### config.mk
export PLATFORM = sky130hd
export DESIGN_NAME = uart_rx_param_flat
export DESIGN_NICKNAME = d
export VERILOG_FILES = /design/src/rtl/uart_rx_param_if.sv /design/src/rtl/uart_rx_param.sv /design/src/flat_wrapper.sv
export SDC_FILE = /design/constraint.sdc
export NUM_CORES = 1
export LEC_CHECK = 0
export ABC_AREA = 1
export ABC_CLOCK_PERIOD_IN_PS = 4000
export CAP_MARGIN = 20
export CELL_PAD_IN_SITES_DETAIL_PLACEMENT = 1
export CELL_PAD_IN_SITES_GLOBAL_PLACEMENT = 2
export CORE_MARGIN = 2
export CORE_UTILIZATION = 36
export CTS_CLUSTER_DIAMETER = 120
export DETAILED_ROUTE_END_ITERATION = 16
export PLACE_DENSITY = 0.87
export SLEW_MARGIN = 20
export SYNTH_ARGS = -nofsm -noshare
export SYNTH_HDL_FRONTEND = slang
export SYNTH_SLANG_ARGS = --single-unit
### constraint.sdc
create_clock -name Clk -period 4 [get_ports Clk]
set_input_delay 0.4 -clock Clk [delete_from_list [all_inputs] [get_ports Clk]]
set_output_delay 0.4 -clock Clk [all_outputs]
set_load 0.005 [all_outputs]
### src/rtl/uart_rx_param_if.sv
// uart_rx_param_if: serial line, frame configuration and received-word outputs of uart_rx_param.
interface uart_rx_param_if #(
   parameter int MAX_BITS = 9
);
   logic                Tick;
   logic                RxEn;
   logic                Rx;
   logic [3:0]          NBits;
   logic [1:0]          ParityMode;
   logic                StopBits;
   logic [MAX_BITS-1:0] RxData;
   logic                RxValid;
   logic                ParityErr;
   logic                FrameErr;
   logic                Break;
   logic                Busy;
   modport master (
      output Tick, RxEn, Rx, NBits, ParityMode, StopBits,
      input  RxData, RxValid, ParityErr, FrameErr, Break, Busy
   );
   modport slave (
      input  Tick, RxEn, Rx, NBits, ParityMode, StopBits,
      output RxData, RxValid, ParityErr, FrameErr, Break, Busy
   );
endinterface

### src/rtl/uart_rx_param.sv
// uart_rx_param: oversampled UART receiver, 5..MAX_BITS data bits, optional parity, 1/2 stop bits,
// 3-sample mid-bit majority vote, parity/framing/break reporting. Tick is a clock enable only.
module uart_rx_param #(
   parameter int OVERSAMPLE = 16,
   parameter int MAX_BITS   = 9
) (
   input logic            Clk,
   input logic            Rst_n,
   uart_rx_param_if.slave bus
);
   localparam int CW = $clog2(OVERSAMPLE);
   localparam logic [CW-1:0] MID  = CW'(OVERSAMPLE / 2 + 1);
   localparam logic [CW-1:0] LAST = CW'(OVERSAMPLE - 1);

   typedef enum logic [2:0] {IDLE, START, DATA, PARITY, STOP, WAIT_HIGH} state_t;

   state_t              state, state_n;
   logic                rx_m, rxs;
   logic [1:0]          samp;
   logic [CW-1:0]       cnt;
   logic [3:0]          bidx, nb, nb_in;
   logic [1:0]          pm;
   logic                sb, par_en, par_bit, ferr, ferr_fin;
   logic                maj, mid, last, go, fin;
   logic [MAX_BITS-1:0] data;

   assign nb_in = bus.NBits < 4'd5 ? 4'd5 : int'(bus.NBits) > MAX_BITS ? 4'(MAX_BITS) : bus.NBits;
   // samp holds the two previous tick samples; with the current rxs they form the vote window
   assign maj      = (samp[1] & samp[0]) | (samp[1] & rxs) | (samp[0] & rxs);
   assign mid      = bus.Tick && cnt == MID;
   assign last     = bus.Tick && cnt == LAST;
   assign par_en   = pm == 2'b01 || pm == 2'b10;
   assign ferr_fin = ferr | ~maj;
   assign bus.Busy = state != IDLE;

   always_ff @(posedge Clk or negedge Rst_n)
      if (!Rst_n) state <= IDLE;
      else state <= state_n;

   always_comb begin
      state_n = state;
      go      = 1'b0;
      fin     = 1'b0;
      if (!bus.RxEn) state_n = IDLE;
      else case (state)
         IDLE:      if (bus.Tick && !rxs) begin state_n = START; go = 1'b1; end
         START:     state_n = mid && maj ? IDLE : last ? DATA : START;
         DATA:      state_n = last && bidx == nb - 4'd1 ? (par_en ? PARITY : STOP) : DATA;
         PARITY:    state_n = last ? STOP : PARITY;
         STOP:      if (mid && bidx == {3'b000, sb}) begin fin = 1'b1; state_n = maj ? IDLE : WAIT_HIGH; end
         WAIT_HIGH: state_n = bus.Tick && rxs ? IDLE : WAIT_HIGH;
         default:   state_n = IDLE;
      endcase
   end

   always_ff @(posedge Clk or negedge Rst_n)
      if (!Rst_n) begin
         rx_m <= 1'b1;
         rxs  <= 1'b1;
         samp <= 2'b11;
         cnt  <= '0;
         bidx <= '0;
      end else begin
         rx_m <= bus.Rx;
         rxs  <= rx_m;
         if (bus.Tick) samp <= {samp[0], rxs};
         cnt <= state == IDLE || state_n == IDLE || state_n == WAIT_HIGH ? '0 :
                bus.Tick ? (cnt == LAST ? '0 : cnt + CW'(1)) : cnt;
         if (go || (state == DATA && state_n != DATA)) bidx <= '0;
         else if (last && (state == DATA || state == STOP)) bidx <= bidx + 4'd1;
      end

   // frame accumulators; the configuration is frozen for the whole frame at start detection
   always_ff @(posedge Clk or negedge Rst_n)
      if (!Rst_n) begin
         nb      <= '0;
         pm      <= '0;
         sb      <= 1'b0;
         data    <= '0;
         par_bit <= 1'b0;
         ferr    <= 1'b0;
      end else if (go) begin
         nb      <= nb_in;
         pm      <= bus.ParityMode;
         sb      <= bus.StopBits;
         data    <= '0;
         par_bit <= 1'b0;
         ferr    <= 1'b0;
      end else begin
         if (mid && state == DATA) data <= data | (MAX_BITS'(maj) << bidx);
         if (mid && state == PARITY) par_bit <= maj;
         if (mid && state == STOP && !maj) ferr <= 1'b1;
      end

   always_ff @(posedge Clk or negedge Rst_n)
      if (!Rst_n) begin
         bus.RxData    <= '0;
         bus.RxValid   <= 1'b0;
         bus.ParityErr <= 1'b0;
         bus.FrameErr  <= 1'b0;
         bus.Break     <= 1'b0;
      end else begin
         bus.RxValid <= fin;
         if (fin) begin
            bus.RxData    <= data;
            bus.ParityErr <= par_en && ((^data ^ par_bit) != (pm == 2'b10));
            bus.FrameErr  <= ferr_fin;
            bus.Break     <= data == '0 && !par_bit && ferr_fin;
         end
      end
endmodule

### src/flat_wrapper.sv
// flat-port wrapper written by rule: the top's interface ports become plain ports
module uart_rx_param_flat 
#(
   parameter int OVERSAMPLE = 16,
   parameter int MAX_BITS   = 9
)
  (Clk, Rst_n, bus_Tick, bus_RxEn, bus_Rx, bus_NBits, bus_ParityMode, bus_StopBits, bus_RxData, bus_RxValid, bus_ParityErr, bus_FrameErr, bus_Break, bus_Busy);
  uart_rx_param_if #(.MAX_BITS(MAX_BITS)) bus_i ();
  input logic Clk;
  input logic Rst_n;
  input wire logic [$bits(bus_i.Tick)-1:0] bus_Tick;
  input wire logic [$bits(bus_i.RxEn)-1:0] bus_RxEn;
  input wire logic [$bits(bus_i.Rx)-1:0] bus_Rx;
  input wire logic [$bits(bus_i.NBits)-1:0] bus_NBits;
  input wire logic [$bits(bus_i.ParityMode)-1:0] bus_ParityMode;
  input wire logic [$bits(bus_i.StopBits)-1:0] bus_StopBits;
  output wire logic [$bits(bus_i.RxData)-1:0] bus_RxData;
  output wire logic [$bits(bus_i.RxValid)-1:0] bus_RxValid;
  output wire logic [$bits(bus_i.ParityErr)-1:0] bus_ParityErr;
  output wire logic [$bits(bus_i.FrameErr)-1:0] bus_FrameErr;
  output wire logic [$bits(bus_i.Break)-1:0] bus_Break;
  output wire logic [$bits(bus_i.Busy)-1:0] bus_Busy;
  assign bus_i.Tick = bus_Tick;
  assign bus_i.RxEn = bus_RxEn;
  assign bus_i.Rx = bus_Rx;
  assign bus_i.NBits = bus_NBits;
  assign bus_i.ParityMode = bus_ParityMode;
  assign bus_i.StopBits = bus_StopBits;
  assign bus_RxData = bus_i.RxData;
  assign bus_RxValid = bus_i.RxValid;
  assign bus_ParityErr = bus_i.ParityErr;
  assign bus_FrameErr = bus_i.FrameErr;
  assign bus_Break = bus_i.Break;
  assign bus_Busy = bus_i.Busy;
  uart_rx_param #(.OVERSAMPLE(OVERSAMPLE), .MAX_BITS(MAX_BITS)) u_core (.Clk(Clk), .Rst_n(Rst_n), .bus(bus_i));
endmodule
==> results of run 1 <==
-- how the worst min path moves through the flow --
stage,startpoint,to,cells past startpoint
finish,Rst_n,u_core.bus.FrameErr,1
global route,Rst_n,u_core.cnt[2],1
CTS,Rst_n,u_core.data[3],1
detailed placement,u_core.rx_m,u_core.rxs,0
global placement,u_core.rx_m,u_core.rxs,0
floorplan,Rst_n,u_core.bidx[0],0
-- report_power, final --
group / total (uW) / leakage [uW] / internal, uW / switching [uW]
clock: 292 / 0.0000452 / 124 / 168
combinational: 128 / 0.000679 / 46.7 / 81.7
sequential: 498 / 0.000616 / 485 / 12.8
total: 918 / 0.00134 / 655 / 262
-- flip-flops by register name, indices dropped and copies added, names as in the netlist --
register and cells:
u_core.data 9, u_core.samp 2, u_core.ferr 1, u_core.pm 2, u_core.bus.ParityErr 1, u_core.bus.RxData 9
u_core.bidx 4, u_core.bus.Break 1, u_core.cnt 4, u_core.rxs 1, u_core.nb 4, u_core.sb 1
u_core.par_bit 1, u_core.bus.RxValid 1, u_core.bus.FrameErr 1, u_core.state 3, u_core.rx_m 1
-- stage by stage --
stage | cells | utilization (%) | area (sq um) | hold WS, ns | total power, uW
floorplan | 305 | - | 2520 | 0.104 | 586
global placement | 421 | 41.9 | 2840 | 0.349 | 632
detailed placement | 421 | 41.9 | 2840 | 0.349 | 637
CTS | 429 | 43.1 | 2930 | 0.310 | 931
global route | 429 | 43.2 | 2930 | 0.129 | 970
finish | 429 | 43.2 | 2930 | 0.0893 | 918
-- worst register-to-register path, delay by kind of cell, from the launching register on --
kind	cells	cell delay [ns]
AND/OR/NAND/NOR	3	0.66
buffers and inverters	3	0.40
adder cells (fa/ha/maj)	1	0.14
flip-flops	1	0.42
AO/OA/AOI/OAI	1	0.26
-- per-layer routing --
layer	share of wire [%]	global-route usage, %	routed length, um
met3	2.8	3.39	153
met5	0	0	0
met1	50	21.4	2750
met2	46	25.8	2560
met4	1.1	5.45	60
-- cell usage in the layout, fill, tap and decap left out, types with 10 or more instances in the layout --
| cell type | synthesis | layout |
|---|---|---|
| clkdlybuf4s50_1 | 0 | 24 |
| nor3_1 | 10 | 10 |
| inv_1 | 41 | 41 |
| dfrtp_1 | 42 | 42 |
| nand2_1 | 69 | 69 |
| nand3_1 | 13 | 13 |
| nor2_1 | 28 | 28 |
| o21ai_0 | 11 | 11 |
| a21oi_1 | 17 | 17 |
-- cell families (layout without fill, tap and decap cells) --
logic type,count (synthesis),in the layout,share of synthesized area [%]
and+or+nand+nor,143,143,26.3
buffers and inverters,51,79,8.35
AOI/OAI and AO/OA,46,46,11.4
DFF,46,46,45.9
xor gates and xnor gates,10,10,3.48
adders and majority gates,9,9,4.48
-- layout make-up --
type	instances	area [sq um]
multi-input combinational	208	1150
sequential	46	1160
inverter	46	173
timing repair buffer	25	248
clock inverter	2	13.8
tap	96	120
clock buffer	6	72.6
fill	823	3860
==> flow_summary.toml, run 1 <==
[cts]
clk_pin_slew_worst_paths_ns = 0.09
h-tree-depth = 2
clockBufferDepth = 2
numCtsBuffers = 5
ctsHoldBuffers = 0
root_buffer = "clkbuf_8"
cts_tree = "yes"
post-cts-setup-buffers = 0
clock_latency_ns = 0.31
postCtsResizedCells = 0
cts_sinks = 46

[critical_path]
path_buf_inv = 3
crit_chain = "clkdlybuf4s50_1 -> inv_1 -> nor2_1 -> nand2_1 -> nor2_4 -> inv_1 -> nor2_1 -> o21bai_1"
crit_path_end_kind = "flip-flop"
crit_slowest_cell = "clkdlybuf4s50_1"
reg2reg_slack_ns = 2.03
cpPeakStageDelay_ns = 0.66
reg2regPathDepth = 8
worstPathArrival_ns = 2.36
required_ns = 4.24
cp-startpoint = "bus_Tick"
reg2reg_from = "u_core.cnt[1]"
worstSetupEndpoint = "u_core.nb[2]"
critPathMaxFanout = 18
start_kind = "input port"
r2r_end = "u_core.bus.ParityErr"
crit_cells = 8
crit_family = "buffers and inverters"
path_class = "input port to flip-flop"

[sta]
hold_viol_final = 0
drv_slew = 0
period_share_pct = 53.1
timing.fmax_mhz = 471
grt_setup_unrepaired = "no"
clock-skew-final_ns = 0.00415
fin_ws_ns = 1.88
fin_crit_ns = 2.12
tns_ns = 0
slew-limit-headroom_pct = 60.3
tightestPinTransition_ns = 0.595
setup_viol = 0

[layout]
area_growth_pct = 16.6
n_antenna_cell = 0
final_layout_size_suffix_gt1_share_pct = 13.5
nets = 353

[logic_synthesis]
avgSynthCellArea_sq_um = 8.25
synth-edff-count = 0
synth.distinct_cells = 33
synth_top_area_share_pct = 41.8
synth.most_common_cell = "nand2_1"
ys.flop_type = "dfrtp_1"
yosysWarningCount = 0
synthCells = 305
synth_common_cells = "nand2_1 (69), dfrtp_1 (42), inv_1 (41)"
ys_async_sr_fraction_pct = 100
ys_top_cells_by_area = "dfrtp_1 (42%), nand2_1 (10%), inv_1 (6.1%), ha_1 (4.5%), dfstp_2 (4.2%)"
synth-seq-cells = 46
ys_seq_area_share_pct = 45.9
synth_area_sq_um = 2520
synth_nets = 326
yosysTopAreaCell = "dfrtp_1"

[power_and_ir_drop]
powerDensity_nw_per_um2 = 313
leakage_uw = 0.00134
ir_drop_v = 0.000112

[drt]
postRouteAntennaNets = 0
wire_per_inst_um = 12.9
firstDrtPassIters = 4
totalWireLength_mm = 5.53
vias = 2009
via_per_inst = 4.68
drt_iter0_drc = 59
drc = 0

[floorplanning]
initial_core_util_pct = 37.0
rows = 30
die_h_um = 87.6
coreArea_sq_um = 6790
die_w_um = 87.6
die-area_sq_um = 7670
ios = 26

[placement]
place_hpwl_mm = 4.21
place.gp.congestion = 0.780
pre_cts_ws_ns = 1.52
io_buffers = 25

[min_path]
hold_class = "input port to asynchronous set/reset pin"

[global_route]
grt.total_usage_pct = 16.0
grt_max_degree = 47
grt_pass1_wl_mm = 9.43
grt_pass1_vias = 2011
grt_overflow = 0
antenna_found_initial = 0

[job]
cap_viol_max_count = 0

[outcome]
status = "finished, final reports clean"
(Power assumes the default switching activity.)
==> run 2, diff against run 1 <==
- ABC_CLOCK_PERIOD_IN_PS: 4000 -> 1930
- CORE_UTILIZATION: 36 -> 31
- PLACE_DENSITY: 0.87 -> 0.8
- clock period: 4 -> 1.93 ns (I/O delays scaled with it)
==> run 2 against run 1 <==
First-iteration DRC count up 25%; worst setup slack got worse by 1.7 ns; critical path depth stayed put; global-route usage fell by 1.5 points; clock skew is 0.00074 ns higher; non-clock buffer count is 19 higher; hold slack better by 0.21 ns; sequential share of layout area shrank 2.1 points; cell area is 5.8% higher; power increased by 110%.
==> flow_summary.toml, run 2 (synthesis results as in run 1) <==
[layout]
fillers = 949
area_growth_pct = 23.4
nets = 372
layout_commonest_cell = "nand2_1"
final_layout_size_suffix_gt1_share_pct = 19.0
n_antenna_cell = 0
final_util_pct = 39.8
top_regs = "u_core.bus.RxData x9, u_core.data x9"
final_cell_mix = "nand2_1 (69), inv_1 (41), dfrtp_1 (41)"
final_cells = 454

[critical_path]
path_class = "flip-flop to flip-flop"
reg2regPathDepth = 8
critPathMaxFanout = 22
worstPathArrival_ns = 2.01
crit_path_end_kind = "flip-flop"
required_ns = 2.14
start_kind = "flip-flop"

[sta]
drv_slew = 0
grt_setup_unrepaired = "yes"
setup_viol = 0
timing.fmax_mhz = 557
tns_ns = 0
hold_ws_ns = 0.296
fin_crit_ns = 1.80
period_share_pct = 93.1
slew-limit-headroom_pct = 60.4
hold_viol_final = 0
clock-skew-final_ns = 0.00489
tightestPinTransition_ns = 0.594

[placement]
place_hpwl_mm = 4.50
io_buffers = 25
place_inst = 439
place.gp.congestion = 0.791

[global_route]
grt_pass1_wl_mm = 9.94
grt.total_usage_pct = 14.5
grt_overflow = 0
grt_max_degree = 47
grt_pass1_vias = 2062
antenna_found_initial = 0

[drt]
wire_per_inst_um = 12.7
drc = 0
via_per_inst = 4.53
totalWireLength_mm = 5.76
postRouteAntennaNets = 0
vias = 2055
firstDrtPassIters = 4
drt_iter0_drc = 74

[cts]
root_buffer = "clkbuf_8"
numCtsBuffers = 5
cts_tree = "yes"
h-tree-depth = 2
clockBufferDepth = 2
cts_sinks = 46
clk_pin_slew_worst_paths_ns = 0.08
clock_latency_ns = 0.30

[floorplanning]
coreArea_sq_um = 7810
die-area_sq_um = 8850
rows = 32
die_h_um = 94.1
die_w_um = 94.1
ios = 26
initial_core_util_pct = 32.2

[power_and_ir_drop]
leakage_uw = 0.00145
ir_drop_v = 0.000288
power.total_uw = 1900
powerDensity_nw_per_um2 = 611

[min_path]
hold_class = "input port to flip-flop"
holdPathStages = 1

[job]
cap_viol_max_count = 0

[outcome]
status = "finished, final reports clean"
run 2: where the power goes:
part	total [uW]	internal (uW)	switching (uW)	leakage, uW
sequential	1020	1000	19.2	0.000614
combinational	297	114	183	0.000790
clock	575	251	323	0.0000450
run 2: path summary, 6_finish.rpt:
kind	start	endpoint	slack, ns
max in group asynchronous	Rst_n	u_core.cnt[1]	0.99
hold reg to reg	u_core.rx_m	u_core.rxs	0.36
setup reg to reg	u_core.cnt[1]	u_core.bus.ParityErr	0.13
hold / removal	bus_Rx	u_core.rx_m	0.30
min in group asynchronous	Rst_n	u_core.cnt[2]	0.52
setup / recovery	u_core.cnt[1]	u_core.bus.ParityErr	0.13
run 2: per-stage QoR:
step / setup WS, ns / area, sq um
5_1_grt: -0.0344 / 3100
6_report: 0.133 / 3100
2_1_floorplan: 0.312 / 2520
3_3_place_gp: 0.0139 / 2940
4_1_cts: 0.0494 / 3030
3_5_place_dp: -0.0203 / 2940
run 2: timing repair:
action / CTS / global route
hold buffers: 1 / 0
hold endpoints to repair: 42 / 0
setup buffers: 0 / 6
resized for setup: 0 / 6
setup endpoints to repair: 0 / 18
run 2: worst max-delay path, cell delays in order (launching register included):
cell and delay [ns]:
dfrtp_2 0.45, inv_1 0.06, ha_1 0.13, inv_1 0.07
nor3_4 0.19, nand2_2 0.11, nor3_2 0.20, inv_2 0.23
o31ai_2 0.25
run 2: layout make-up:
cell class                 count  area [sq um]  area share, %
sequential                    46          1160           37.3
inverter                      46           173           5.56
timing repair buffer          44           390           12.6
tap                          102           128           4.11
multi-input combinational    208          1170           37.8
clock buffer                   6          72.6           2.34
clock inverter                 2          10.0          0.322
run 2: per-layer routing:
metal | share of wire [%] | vias up | GRT usage, %
met5 | 0 | - | 0
met4 | 1.4 | 0 | 4.71
met3 | 2.9 | 6 | 2.65
met2 | 46 | 30 | 24.3
met1 | 49 | 959 | 18.8
li1 | - | 1060 | -
==> run 3, diff against run 2 <==
- ABC_AREA: 1 -> not set
- CORE_UTILIZATION: 31 -> 32
- PLACE_DENSITY: 0.8 -> 0.79
==> run 3 against run 2 <==
The run now ends with setup timing left; worst setup slack got worse by 0.22 ns; critical endpoint is now u_core.cnt[2]; synthesized cell count fell by 18%; highest routed layer unchanged; largest cell class unchanged; synthesized area fell by 3.3%.
==> flow_summary.toml, run 3 <==
[layout]
layout_commonest_cell = "buf_4"
final_util_pct = 45.7
fillers = 873
final_layout_size_suffix_gt1_share_pct = 29.7
n_antenna_cell = 0
top_regs = "u_core.bus.RxData x9, u_core.data x9"
area_growth_pct = 37.0
nets = 337
final_cell_mix = "buf_4 (43), dfrtp_1 (37), nand2_1 (34)"

[sta]
tightestPinTransition_ns = 0.585
timing.fmax_mhz = 497
hold_viol_final = 0
fin_crit_ns = 2.01
fin_ws_ns = -0.0840
drv_slew = 0
clock-skew-final_ns = 0.00370
slew-limit-headroom_pct = 60.9
period_share_pct = 104
setup_viol = 8
grt_setup_unrepaired = "yes"

[logic_synthesis]
synth_nets = 270
yosys-mux-area-fraction_pct = 1.34
synth.most_common_cell = "dfrtp_1"
ys_async_sr_fraction_pct = 100
synth-edff-count = 0
ys_seq_area_share_pct = 47.5
synthXorXnorAreaFrac_pct = 7.10
synth_common_cells = "dfrtp_1 (42), nand2_1 (35), inv_1 (17)"
avgSynthCellArea_sq_um = 9.77
synth_top_area_share_pct = 43.2
synth_area_sq_um = 2430
synth_compound_area_share_pct = 14.6
ys.flop_type = "dfrtp_1"
synthCells = 249
synth.distinct_cells = 51
yosysWarningCount = 0
ys_top_cells_by_area = "dfrtp_1 (43%), nand2_1 (5.4%), xnor2_1 (4.7%), ha_1 (4.6%), dfstp_2 (4.3%)"
synth_fa_ha_area_share_pct = 5.04
synth_top_family_by_area = "simple AND/OR/NAND/NOR gates"
yosysTopAreaCell = "dfrtp_1"
synth-seq-cells = 46
synthSimpleGateAreaFrac_pct = 19.4

[cts]
numCtsBuffers = 5
cts_tree = "yes"
clockBufferDepth = 2
cts_sinks = 46
h-tree-depth = 2
clock_latency_ns = 0.29
root_buffer = "clkbuf_8"
clk_pin_slew_worst_paths_ns = 0.08

[power_and_ir_drop]
leakage_uw = 0.00148
powerDensity_nw_per_um2 = 570
ir_drop_v = 0.000258

[job]
cap_viol_max_count = 0

[drt]
drt_iter0_drc = 40
drt-met1-wl_mm = 2.78
highest_layer = "met4"
postRouteAntennaNets = 0
wl_met3_um = 117
drc = 0
wire_per_inst_um = 14.6
vias = 2015
totalWireLength_mm = 6.06
dr_wl_met2_mm = 3.11
via_per_inst = 4.86
firstDrtPassIters = 4

[floorplanning]
coreArea_sq_um = 7290
rows = 31
ios = 26
die_h_um = 91.2
die-area_sq_um = 8320
die_w_um = 91.2
initial_core_util_pct = 33.4

[placement]
place_hpwl_mm = 4.71
io_buffers = 25
place.gp.congestion = 0.833
pre_cts_ws_ns = -0.268

[critical_path]
critPathMaxFanout = 4
start_kind = "flip-flop"
crit_path_end_kind = "flip-flop"
required_ns = 2.10
worstPathArrival_ns = 2.19
path_class = "flip-flop to flip-flop"

[global_route]
grt_pass1_wl_mm = 10.1
grt_max_degree = 25
grt_overflow = 0
grt.total_usage_pct = 15.3
antenna_found_initial = 0
grt_pass1_vias = 2049

[min_path]
hold_class = "input port to flip-flop"

[outcome]
status = "complete, but fails checks"
violations = "setup timing"
## run 3: cell types whose count changed after synthesis, sizes merged, moves of 3 or more
cell / previous run / this run
buf: 5 / 8
xnor2: 5 / 13
o21ai: 22 / 16
inv: 46 / 17
and3: 0 / 3
nor3b: 0 / 4
nor2: 34 / 13
or3: 0 / 6
nand2: 77 / 35
nand3: 14 / 4
## run 3: report_power, final
group	switching (uW)	internal (uW)
logic	157	149
clock network	316	244
registers	30.9	1000
## run 3: metal layers
layer  vias to the layer above  global-route usage (%)
li1                        996                       -
met4                         0                    3.41
met1                       990                    19.4
met5                         -                       0
met3                         6                    2.74
met2                        23                    27.0
## run 3: cell type report
cell class | count | area [sq um] | area share [%]
clock buffers | 5 | 68.8 | 2.06
clock inverters | 2 | 10.0 | 0.300
inverters | 17 | 63.8 | 1.91
multi-input cells | 176 | 1300 | 39.1
flip-flops and latches | 46 | 1160 | 34.9
well taps | 99 | 124 | 3.72
repair buffers | 70 | 601 | 18.0
## run 3: worst max-delay path, cell delays in order (launching register included)
cell,delay (ns)
dfrtp_1,0.41
or3_4,0.39
or3_4,0.43
a211o_1,0.31
a32oi_4,0.25
a21oi_1,0.11
## run 3: stage by stage
stage          setup TNS, ns  std cells  cell area, sq um  power, uW  hold slack [ns]
2_1_floorplan              0        249              2430       1190           -0.103
3_3_place_gp           -2.50        400              3030       1330            0.121
3_5_place_dp           -3.22        400              3030       1330            0.122
4_1_cts               -0.488        409              3180       1910            0.300
5_1_grt               -0.831        415              3330       2000            0.285
6_report              -0.404        415              3330       1900            0.304
## run 3: what timing repair did
item | 4_1_cts | 5_1_grt
hold buffers | 1 | 0
resized for setup | 13 | 25
setup endpoints to repair | 14 | 32
cloned | 0 | 0
endpoints found under the hold margin | 13 | 0
setup buffers | 1 | 6
pin swaps | 10 | 11
## run 3: logic make-up after synthesis
kind of cell	count (synthesis)
compound gates	52
xor+xnor	18
fa+ha+maj	10
buf+inv	27
flops	46
mux	3
simple gates	93
## run 3: final timing paths
check                               start              to  slack, ns  cells past startpoint
setup / recovery           u_core.bidx[3]   u_core.cnt[2]      -0.08                      5
hold / removal                     bus_Rx     u_core.rx_m       0.30                      1
setup reg to reg           u_core.bidx[3]   u_core.cnt[2]      -0.08                      5
hold reg to reg               u_core.rx_m      u_core.rxs       0.36                      0
max in group asynchronous           Rst_n  u_core.samp[0]       0.95                      3
min in group asynchronous           Rst_n    u_core.pm[0]       0.33                      2
